## src/rtl/sar_search.sv

```systemverilog
// Successive-approximation search driving an external comparator, MSB first.
// Optional SAR_EARLY_EXIT_EN: finish as soon as the comparator reports equality.
module sar_search #(
  parameter int unsigned WIDTH = 4
) (
  input  logic             clk,
  input  logic             rst_n,
  input  logic             start,
  input  logic             abort,
  input  logic             agb,
  input  logic             alb,
  input  logic             aeqb,
  output logic [WIDTH-1:0] trial,
  output logic             busy,
  output logic             done,
  output logic [WIDTH-1:0] result
);

  localparam int unsigned IW = (WIDTH > 1) ? $clog2(WIDTH) : 1;

  typedef enum logic [1:0] {IDLE, TRY, DONE} state_t;

  state_t           state, state_nx;
  logic [WIDTH-1:0] trial_nx, result_nx, decided;
  logic [IW-1:0]    idx, idx_nx;

  // Only alb steers the decision; agb (and aeqb without early exit) are not consulted.
`ifdef SAR_EARLY_EXIT_EN
  logic unused_inputs;
  assign unused_inputs = agb;
`else
  logic unused_inputs;
  assign unused_inputs = agb ^ aeqb;
`endif

  always_ff @(posedge clk or negedge rst_n) begin
    if (!rst_n) begin
      state  <= IDLE;
      trial  <= '0;
      idx    <= '0;
      result <= '0;
    end else begin
      state  <= state_nx;
      trial  <= trial_nx;
      idx    <= idx_nx;
      result <= result_nx;
    end
  end

  always_comb begin
    state_nx  = state;
    trial_nx  = trial;
    idx_nx    = idx;
    result_nx = result;
    decided   = trial;
    busy      = 1'b0;
    done      = 1'b0;
    if (alb) decided[idx] = 1'b0;
    case (state)
      IDLE: begin
        if (start) begin
          state_nx            = TRY;
          trial_nx            = '0;
          trial_nx[WIDTH-1]   = 1'b1;
          idx_nx              = IW'(WIDTH - 1);
        end
      end
      TRY: begin
        busy = 1'b1;
        if (abort) begin
          state_nx = IDLE;
          trial_nx = '0;
        end
`ifdef SAR_EARLY_EXIT_EN
        else if (aeqb) begin
          state_nx  = DONE;
          result_nx = trial;
          trial_nx  = '0;
        end
`endif
        else if (idx == '0) begin
          state_nx  = DONE;
          result_nx = decided;
          trial_nx  = '0;
        end else begin
          // Resolve bit idx and tentatively raise the next lower bit on the same edge.
          decided[idx - 1'b1] = 1'b1;
          trial_nx            = decided;
          idx_nx              = idx - 1'b1;
        end
      end
      DONE: begin
        done     = 1'b1;
        state_nx = IDLE;
      end
      default: state_nx = IDLE;
    endcase
  end

endmodule

```

## config.mk

```make
export PLATFORM = sky130hd
export DESIGN_NAME = sar_search
export DESIGN_NICKNAME = d
export VERILOG_FILES = /design/src/rtl/sar_search.sv
export SDC_FILE = /design/constraint.sdc
export NUM_CORES = 1
export LEC_CHECK = 0
export BUFFER_PORTS_ARGS = -buffer_cell sky130_fd_sc_hd__buf_4
export CAP_MARGIN = 10
export CORE_MARGIN = 2
export CORE_UTILIZATION = 40
export DETAILED_ROUTE_END_ITERATION = 8
export PLACE_DENSITY = 0.68
export SLEW_MARGIN = 20
export SYNTH_ARGS = -nofsm -noshare
export SYNTH_HDL_FRONTEND = slang
export SYNTH_SLANG_ARGS = --single-unit
```

## constraint.sdc

```tcl
create_clock -name clk -period 1.9 [get_ports clk]
set_input_delay 0.475 -clock clk [delete_from_list [all_inputs] [get_ports clk]]
set_output_delay 0.475 -clock clk [all_outputs]
set_load 0.05 [all_outputs]
```

==> results of run 1 <==
-- logic make-up after synthesis --
| family | count (synthesis) | synth area share |
|---|---|---|
| AOI/OAI and AO/OA | 13 | 0.1481 |
| and+or+nand+nor | 12 | 0.1538 |
| DFF | 12 | 0.4615 |
| muxes | 6 | 0.09808 |
| adders and majority gates | 6 | 0.1154 |
| buffers and inverters | 4 | 0.02307 |
-- cell type report --
| cell class | count | area, sq um | share of cell area |
|---|---|---|---|
| clock buffers | 4 | 36.28 | 0.04348 |
| well taps | 16 | 20.02 | 0.02399 |
| inverters | 4 | 15.01 | 0.01799 |
| flip-flops and latches | 12 | 300.3 | 0.3598 |
| repair buffers | 17 | 127.6 | 0.1529 |
| multi-input cells | 37 | 335.3 | 0.4018 |
-- sequential cells by signal, summed over array words and instances, names as in the netlist --
register / count
state: 2
result: 4
idx: 2
trial: 4
-- worst paths after layout --
check,endpoint,start,slack [ns]
setup / recovery,busy,state[1]$_DFFE_PN0P_,0.24
hold / removal,trial[2]$_DFFE_PN0P_,rst_n,0.02
setup reg to reg,result[0]$_DFFE_PN0P_,idx[0]$_DFFE_PN0P_,0.34
hold reg to reg,result[3]$_DFFE_PN0P_,result[3]$_DFFE_PN0P_,0.51
max in group asynchronous,result[3]$_DFFE_PN0P_,rst_n,1.72
min in group clk,state[0]$_DFFE_PN0P_,start,0.47
-- placed cells by master (no fill, tap or decap), types with 2 or more instances in the layout --
cell type                  instances
sky130_fd_sc_hd__a21boi_0          3
sky130_fd_sc_hd__a21o_1            2
sky130_fd_sc_hd__buf_4            17
sky130_fd_sc_hd__clkbuf_4          3
sky130_fd_sc_hd__dfrtp_1          12
sky130_fd_sc_hd__ha_1              6
sky130_fd_sc_hd__inv_1             4
sky130_fd_sc_hd__mux2_2            3
sky130_fd_sc_hd__mux2i_1           3
sky130_fd_sc_hd__nand2_1           5
sky130_fd_sc_hd__nand2b_1          2
sky130_fd_sc_hd__o21ai_0           3
-- cell usage after synthesis, drive strengths merged (2+ instances only) --
master	count
ha	6
dfrtp	12
o21ai	3
nand2	5
nand2b	3
a21o	2
mux2i	3
a21boi	3
mux2	3
inv	4
-- routing by layer --
metal	vias to the layer above	global-route usage	wire length, um	share of wire
met5	-	0	0	0
met4	0	0.1091	31	0.026
met3	4	0.02449	70	0.059
met2	15	0.2147	484	0.41
met1	198	0.2098	597	0.50
li1	226	-	-	-
-- power by group through the flow --
stage	sequential [mW]	combinational, mW	clock [mW]
2_1_floorplan	0.609	0.259	0
5_1_grt	0.403	0.729	0.219
3_5_place_dp	0.396	0.680	0
3_3_place_gp	0.393	0.673	0
6_report	0.389	0.678	0.206
4_1_cts	0.390	0.685	0.209
-- per-stage QoR --
step           setup WS, ns    util  hold WS, ns
3_5_place_dp         0.3260  0.5238       0.3242
6_report             0.2380  0.5476      0.01874
4_1_cts              0.2429  0.5476      0.02391
5_1_grt              0.1701  0.5476      0.02724
2_1_floorplan        0.3443       -       0.1794
3_3_place_gp         0.3421  0.5238       0.3236
==> flow_summary.ini, run 1 <==
[status]
status = complete, no violations

[pwr]
internal_power_mw = 0.7087
totalPowerFinal_mw = 1.273
vdd_drop_max_v = 0.0009123
power.density_cell_area_nw_per_um2 = 1526
power.share.combinational = 0.532
pwr-share-clk = 0.162
switchingPower_mw = 0.5646
power.static_leakage_nw = 0.4422
seq_power_share = 0.305
sw_share = 0.4434

[clocking]
cts_inserted_buffers = 3
cts_root_buf = sky130_fd_sc_hd__clkbuf_4
clock_latency_ns = 0.28
holdBufCountCts = 0
clkTransAtPathRegs_ns = 0.08
htreeDepth = 1
cts_tree = yes
clock_tree.buffer_depth = 2
total_of_cells_resized_after_clock_tree_synthesis = 0
cts_sinks = 12
post-cts-setup-buffers = 0

[logic_synthesis]
netlist_top_cells_area = sky130_fd_sc_hd__dfrtp_1 46%, sky130_fd_sc_hd__ha_1 12%, sky130_fd_sc_hd__mux2_2 5.2%
yosys.cell_types.count = 20
synthDominantAreaCellType = sky130_fd_sc_hd__dfrtp_1
fraction_of_registers_with_async_set_reset = 1.000
postSynthNetCount = 66
yosysWarnings = 0
post_synth.cell_area_avg_sq_um = 12.28
yosys_reg_bits = 12
netlist.area_leader.share = 0.4615
ys.flop_type = sky130_fd_sc_hd__dfrtp_1
post_synth_inst_count = 53
yosysSeqAreaShare = 0.4615
mappedNetlistArea_sq_um = 650.6
synth_enable_flop_cells = 0

[drt]
drt_first_pass_iters = 2
first_iter_violations = 2
routed_wire_length_per_instance_um = 13.16
detail_route.drc_violations = 0
wl_um = 1184
drt.antenna.violating_nets = 0
avgViaCountPerCell = 4.922
route.vias.total = 443

[global_route]
grt_first_pass_wirelength_um = 2097
grt_pass1_vias = 461
grt_antenna_before_repair = 0
grt_max_degree = 13
global_route_usage_over_all_layers = 0.1520
grt_remaining_overflow = 0

[setup_path]
cp.required_ns = 1.42
critical_path.endpoint_type = output pin
timing.critical_path.max_delay_family = flip-flops
worst_path_cell_with_the_longest_stage_delay = sky130_fd_sc_hd__dfrtp_1
path_cells = nand2b_4 > inv_1 > buf_4
timing.critical_path.depth = 3
worst_reg2reg_path_depth = 4
setup.worst_path.class = reg2out
cp_slowest_stage_delay_ns = 0.44
critical_path_arrival_ns = 1.19
critPathLaunchType = flop
crit_path_max_fanout = 5
path_buf_inv = 2

[hold_path]
worstHoldPathType = in2async

[timing]
setup-tns-final_ns = 0
fin_crit_ns = 1.662
maxSlewHeadroom = 0.7150
finalCritPeriodShare = 0.8747
max_freq_mhz = 601.7
final_setup_violation_count = 0
slew_viol_final = 0
grt_setup_unrepaired = no
finalHoldViolations = 0
worstMarginPinSlew_ns = 0.4266
fin_worst_skew_ns = 0.006293

[floorplan]
cell_row_count = 14
top_level_ports = 17
placeable_core_area_sq_um = 1524
die_height_um = 44.33
die-width_um = 44.33
design.die.area_sq_um = 1965
initial_core_util = 0.4269

[placed_design]
numPlacedInstances = 86
gp_congestion = 0.7226
port-buffer-count = 14
hpwlAfterDp_um = 908.6
place_area_sq_um = 798.3

[layout]
n_fill_cell = 144
nNetsFinal = 88
final_cells = 90
antennaDiodeCount = 0
synthToLayoutAreaGrowth_pct = 28.27
final_layout_size_suffix_gt1_frac = 0.3919
design_area_sq_um = 834.6

[flow_run]
max-cap-violations = 0
Note: power is estimated with default switching activity, not from simulation.
==> run 2: changes to the inputs <==
--- a/config.mk
+++ b/config.mk
@@ -8,9 +8,9 @@
 export BUFFER_PORTS_ARGS = -buffer_cell sky130_fd_sc_hd__buf_4
 export CAP_MARGIN = 10
 export CORE_MARGIN = 2
-export CORE_UTILIZATION = 40
+export CORE_UTILIZATION = 30
 export DETAILED_ROUTE_END_ITERATION = 8
-export PLACE_DENSITY = 0.68
+export PLACE_DENSITY = 0.55
 export SLEW_MARGIN = 20
 export SYNTH_ARGS = -nofsm -noshare
 export SYNTH_HDL_FRONTEND = slang
==> flow_summary.ini, run 2 (same netlist as run 1, synthesis figures left out) <==
[floorplan]
cell_row_count = 16
top_level_ports = 17
die_height_um = 50.57
placeable_core_area_sq_um = 2002
initial_core_util = 0.3250
die-width_um = 50.57
design.die.area_sq_um = 2557

[timing]
final_setup_violation_count = 0
finalCritPeriodShare = 0.8621
fin_worst_skew_ns = 0.002001
grt_setup_unrepaired = no
worstMarginPinSlew_ns = 0.4010
setup-tns-final_ns = 0
finalHoldViolations = 0
maxSlewHeadroom = 0.7321
max_freq_mhz = 610.5
fin_crit_ns = 1.638
slew_viol_final = 0

[global_route]
grt_remaining_overflow = 0
global_route_usage_over_all_layers = 0.1092
grt_pass1_vias = 430
grt_first_pass_wirelength_um = 2028
grt_antenna_before_repair = 0
grt_max_degree = 13

[layout]
reg_top3 = result: 4 flops, trial: 4 flops
n_fill_cell = 206
nNetsFinal = 88
final_cell_mix = 17 x sky130_fd_sc_hd__buf_4, 12 x sky130_fd_sc_hd__dfrtp_1, 6 x sky130_fd_sc_hd__ha_1
final_cells = 100
antennaDiodeCount = 0
final_layout_size_suffix_gt1_frac = 0.3836
synthToLayoutAreaGrowth_pct = 28.27
layout.cells.most_common = sky130_fd_sc_hd__buf_4

[drt]
drt.antenna.violating_nets = 0
routed_wire_length_per_instance_um = 12.40
detail_route.drc_violations = 0
first_iter_violations = 5
wl_um = 1240
drt_first_pass_iters = 4
avgViaCountPerCell = 4.480
route.vias.total = 448

[clocking]
cts_inserted_buffers = 3
total_of_cells_resized_after_clock_tree_synthesis = 0
post-cts-setup-buffers = 0
holdBufCountCts = 0
clock_tree.buffer_depth = 2
cts_sinks = 12
cts_tree = yes
cts_root_buf = sky130_fd_sc_hd__clkbuf_4
htreeDepth = 1
clkTransAtPathRegs_ns = 0.07
clock_latency_ns = 0.26

[setup_path]
timing.critical_path.max_delay_family = flip-flops
path_buf_inv = 2
critical_path_arrival_ns = 1.16
cp_slowest_stage_delay_ns = 0.43
critPathLaunchType = flop
timing.critical_path.depth = 3
path_cells = nand2b_4 > inv_1 > buf_4
worst_reg2reg_path_depth = 4
setup.worst_path.class = reg2out
critical_path.endpoint_type = output pin
worst_path_cell_with_the_longest_stage_delay = sky130_fd_sc_hd__dfrtp_1
crit_path_max_fanout = 5
cp.required_ns = 1.42

[placed_design]
gp_congestion = 0.7100
hpwlAfterDp_um = 942.3
port-buffer-count = 14
numPlacedInstances = 97

[pwr]
power.density_cell_area_nw_per_um2 = 1466
power.static_leakage_nw = 0.4350
seq_power_share = 0.318
pwr-share-clk = 0.125
sw_share = 0.4550
internal_power_mw = 0.6668
switchingPower_mw = 0.5566
vdd_drop_max_v = 0.0008677
power.share.combinational = 0.557

[status]
status = complete, no violations

[hold_path]
worstHoldPathType = in2async

[flow_run]
max-cap-violations = 0
run 2: worst paths after layout:
path                                       start                     to  slack (ns)
max                         state[1]$_DFFE_PN0P_                   busy        0.26
min                                        rst_n   state[1]$_DFFE_PN0P_        0.04
max reg2reg                   idx[1]$_DFFE_PN0P_  result[0]$_DFFE_PN0P_        0.34
min reg2reg                result[1]$_DFFE_PN0P_  result[1]$_DFFE_PN0P_        0.51
max in group asynchronous                  rst_n  result[1]$_DFFE_PN0P_        1.70
min in group clk                           start   state[0]$_DFFE_PN0P_        0.48
run 2: layout make-up:
class / instances / area, sq um / share of cell area
timing repair buffer: 17 / 127.6 / 0.1529
sequential: 12 / 300.3 / 0.3598
tap: 27 / 33.78 / 0.04048
clock buffer: 3 / 22.52 / 0.02699
inverter: 4 / 15.01 / 0.01799
multi-input combinational: 37 / 335.3 / 0.4018
run 2: layer usage:
layer / global-route usage / share of wire
met5: 0 / 0
met4: 0.05405 / 0.0065
met3: 0.02083 / 0.055
met2: 0.1491 / 0.42
met1: 0.1620 / 0.51
run 2: power groups by stage:
stage          combinational [mW]  sequential (mW)  clock [mW]
3_3_place_gp                0.683            0.393           0
2_1_floorplan               0.259            0.609           0
4_1_cts                     0.688            0.391       0.161
3_5_place_dp                0.684            0.396           0
6_report                    0.682            0.389       0.152
5_1_grt                     0.737            0.401       0.175
run 2: stage by stage:
stage / power, mW / cell area [sq um] / hold WS (ns) / util / setup slack (ns)
after CTS: 1.239 / 834.6 / 0.03336 / 0.4169 / 0.2436
final: 1.223 / 834.6 / 0.03799 / 0.4169 / 0.2620
after global placement: 1.076 / 812.0 / 0.3234 / 0.4056 / 0.3144
after detailed placement: 1.080 / 812.0 / 0.3259 / 0.4056 / 0.3181
after global routing: 1.313 / 834.6 / 0.03322 / 0.4169 / 0.2108
after floorplan: 0.8675 / 650.6 / 0.1794 / - / 0.3443
==> run 3: changes to the inputs <==
--- a/config.mk
+++ b/config.mk
@@ -7,8 +7,8 @@
 export LEC_CHECK = 0
 export BUFFER_PORTS_ARGS = -buffer_cell sky130_fd_sc_hd__buf_4
 export CAP_MARGIN = 10
-export CORE_MARGIN = 2
 export CORE_UTILIZATION = 30
+export CTS_CLUSTER_SIZE = 24
 export DETAILED_ROUTE_END_ITERATION = 8
 export PLACE_DENSITY = 0.55
 export SLEW_MARGIN = 20
==> flow_summary.ini, run 3 (same netlist as run 1, synthesis figures left out) <==
[status]
status = complete, no violations

[timing]
setup-tns-final_ns = 0
fin_ws_ns = 0.2471
grt_setup_unrepaired = no
finalHoldViolations = 0
max_freq_mhz = 605.0
slew_viol_final = 0
final_setup_violation_count = 0
fin_worst_skew_ns = 0.003228
fin_crit_ns = 1.653
finalCritPeriodShare = 0.8699
worstMarginPinSlew_ns = 0.4051
maxSlewHeadroom = 0.7293

[drt]
route.vias.total = 458
routed_wire_length_per_instance_um = 12.79
drt.antenna.violating_nets = 0
first_iter_violations = 9
drt_first_pass_iters = 4
detail_route.drc_violations = 0
avgViaCountPerCell = 4.535
wl_um = 1292

[clocking]
clkTransAtPathRegs_ns = 0.08
holdBufCountCts = 0
cts_sinks = 12
post-cts-setup-buffers = 0
clock_tree.buffer_depth = 2
clock_latency_ns = 0.27
cts_root_buf = sky130_fd_sc_hd__clkbuf_4
htreeDepth = 1
cts_tree = yes
cts_inserted_buffers = 3
total_of_cells_resized_after_clock_tree_synthesis = 0

[setup_path]
critical_path_arrival_ns = 1.18
critical_path.endpoint_type = output pin
cp.required_ns = 1.42
crit_path_max_fanout = 5
worst_reg2reg_path_depth = 4
reg2reg_slack_ns = 0.32
r2r-end = result[1]$_DFFE_PN0P_
critPathLaunchType = flop
r2r-start = idx[1]$_DFFE_PN0P_
setup.worst_path.class = reg2out

[layout]
seqCellArea_sq_um = 300.3
n_fill_cell = 205
antennaDiodeCount = 0
layout.cells.most_common = sky130_fd_sc_hd__buf_4
synthToLayoutAreaGrowth_pct = 30.38
final_layout_size_suffix_gt1_frac = 0.3919
final_core_util = 0.4238
area_of_the_multi_input_gates_sq_um = 335.3
final_cell_mix = 17 x sky130_fd_sc_hd__buf_4, 12 x sky130_fd_sc_hd__dfrtp_1, 6 x sky130_fd_sc_hd__ha_1
nNetsFinal = 88
reg_top3 = result: 4 flops, trial: 4 flops

[placed_design]
port-buffer-count = 14
dp_worst_setup_slack_ns = 0.3255
hpwlAfterDp_um = 956.3
gp_congestion = 0.7180

[pwr]
vdd_drop_max_v = 0.0006637
power.static_leakage_nw = 0.4422
power.density_cell_area_nw_per_um2 = 1511
totalPowerFinal_mw = 1.282

[global_route]
grt_max_degree = 13
grt_remaining_overflow = 0
global_route_usage_over_all_layers = 0.1233
grt_first_pass_wirelength_um = 2139
grt_antenna_before_repair = 0
grt_pass1_vias = 434

[floorplan]
die_height_um = 48.57
initial_core_util = 0.3250
placeable_core_area_sq_um = 2002
top_level_ports = 17
cell_row_count = 16
design.die.area_sq_um = 2359
die-width_um = 48.57

[flow_run]
max-cap-violations = 0

[hold_path]
worstHoldPathType = in2async
==> run 3: changes by cell type in the layout (fill, tap and decap cells not counted), sizes merged <==
| cell | delta |
|---|---|
| clkbuf | +1 |
==> run 3: per-stage QoR <==
stage | area, sq um | instances | hold slack (ns)
finish | 848.3 | 101 | 0.02321
floorplan | 650.6 | 53 | 0.1794
CTS | 848.3 | 101 | 0.01292
global route | 848.3 | 101 | 0.02083
detailed placement | 812.0 | 97 | 0.3273
global placement | 812.0 | 97 | 0.3235
==> run 3: area by class of cell <==
cell class / instances / area share
flip-flops and latches: 12 / 0.3540
inverters: 4 / 0.01770
clock buffers: 4 / 0.04277
repair buffers: 17 / 0.1504
well taps: 27 / 0.03982
multi-input cells: 37 / 0.3953
==> run 3: worst max-delay path: stages, from the launching register on <==
cell	delay, ns
sky130_fd_sc_hd__dfrtp_1	0.44
sky130_fd_sc_hd__nand2b_4	0.18
sky130_fd_sc_hd__inv_1	0.09
sky130_fd_sc_hd__buf_4	0.20
==> run 3: worst max path at each step <==
stage                                    start               endpoint  slack [ns]  cells after the start
final                     state[1]$_DFFE_PN0P_                   busy        0.25                      3
after global routing      state[1]$_DFFE_PN0P_                   busy        0.19                      3
after CTS                 state[1]$_DFFE_PN0P_                   busy        0.23                      3
after detailed placement    idx[1]$_DFFE_PN0P_  result[1]$_DFFE_PN0P_        0.33                      4
after global placement      idx[1]$_DFFE_PN0P_  result[1]$_DFFE_PN0P_        0.31                      4
after floorplan             idx[0]$_DFFE_PN0P_  result[0]$_DFFE_PN0P_        0.34                      4
==> run 3: routing by layer <==
metal  track usage  share of wire  up-vias
li1              -              -      227
met1        0.1804           0.52      217
met2        0.1690           0.43       12
met3       0.01887          0.039        2
met4       0.07353         0.0070        0
met5             0              0        -
==> run 3: where the power goes <==
part | switching [mW] | internal (mW)
Sequential | 0.0540 | 0.336
Clock | 0.0913 | 0.116
Combinational | 0.426 | 0.258
Total | 0.571 | 0.710
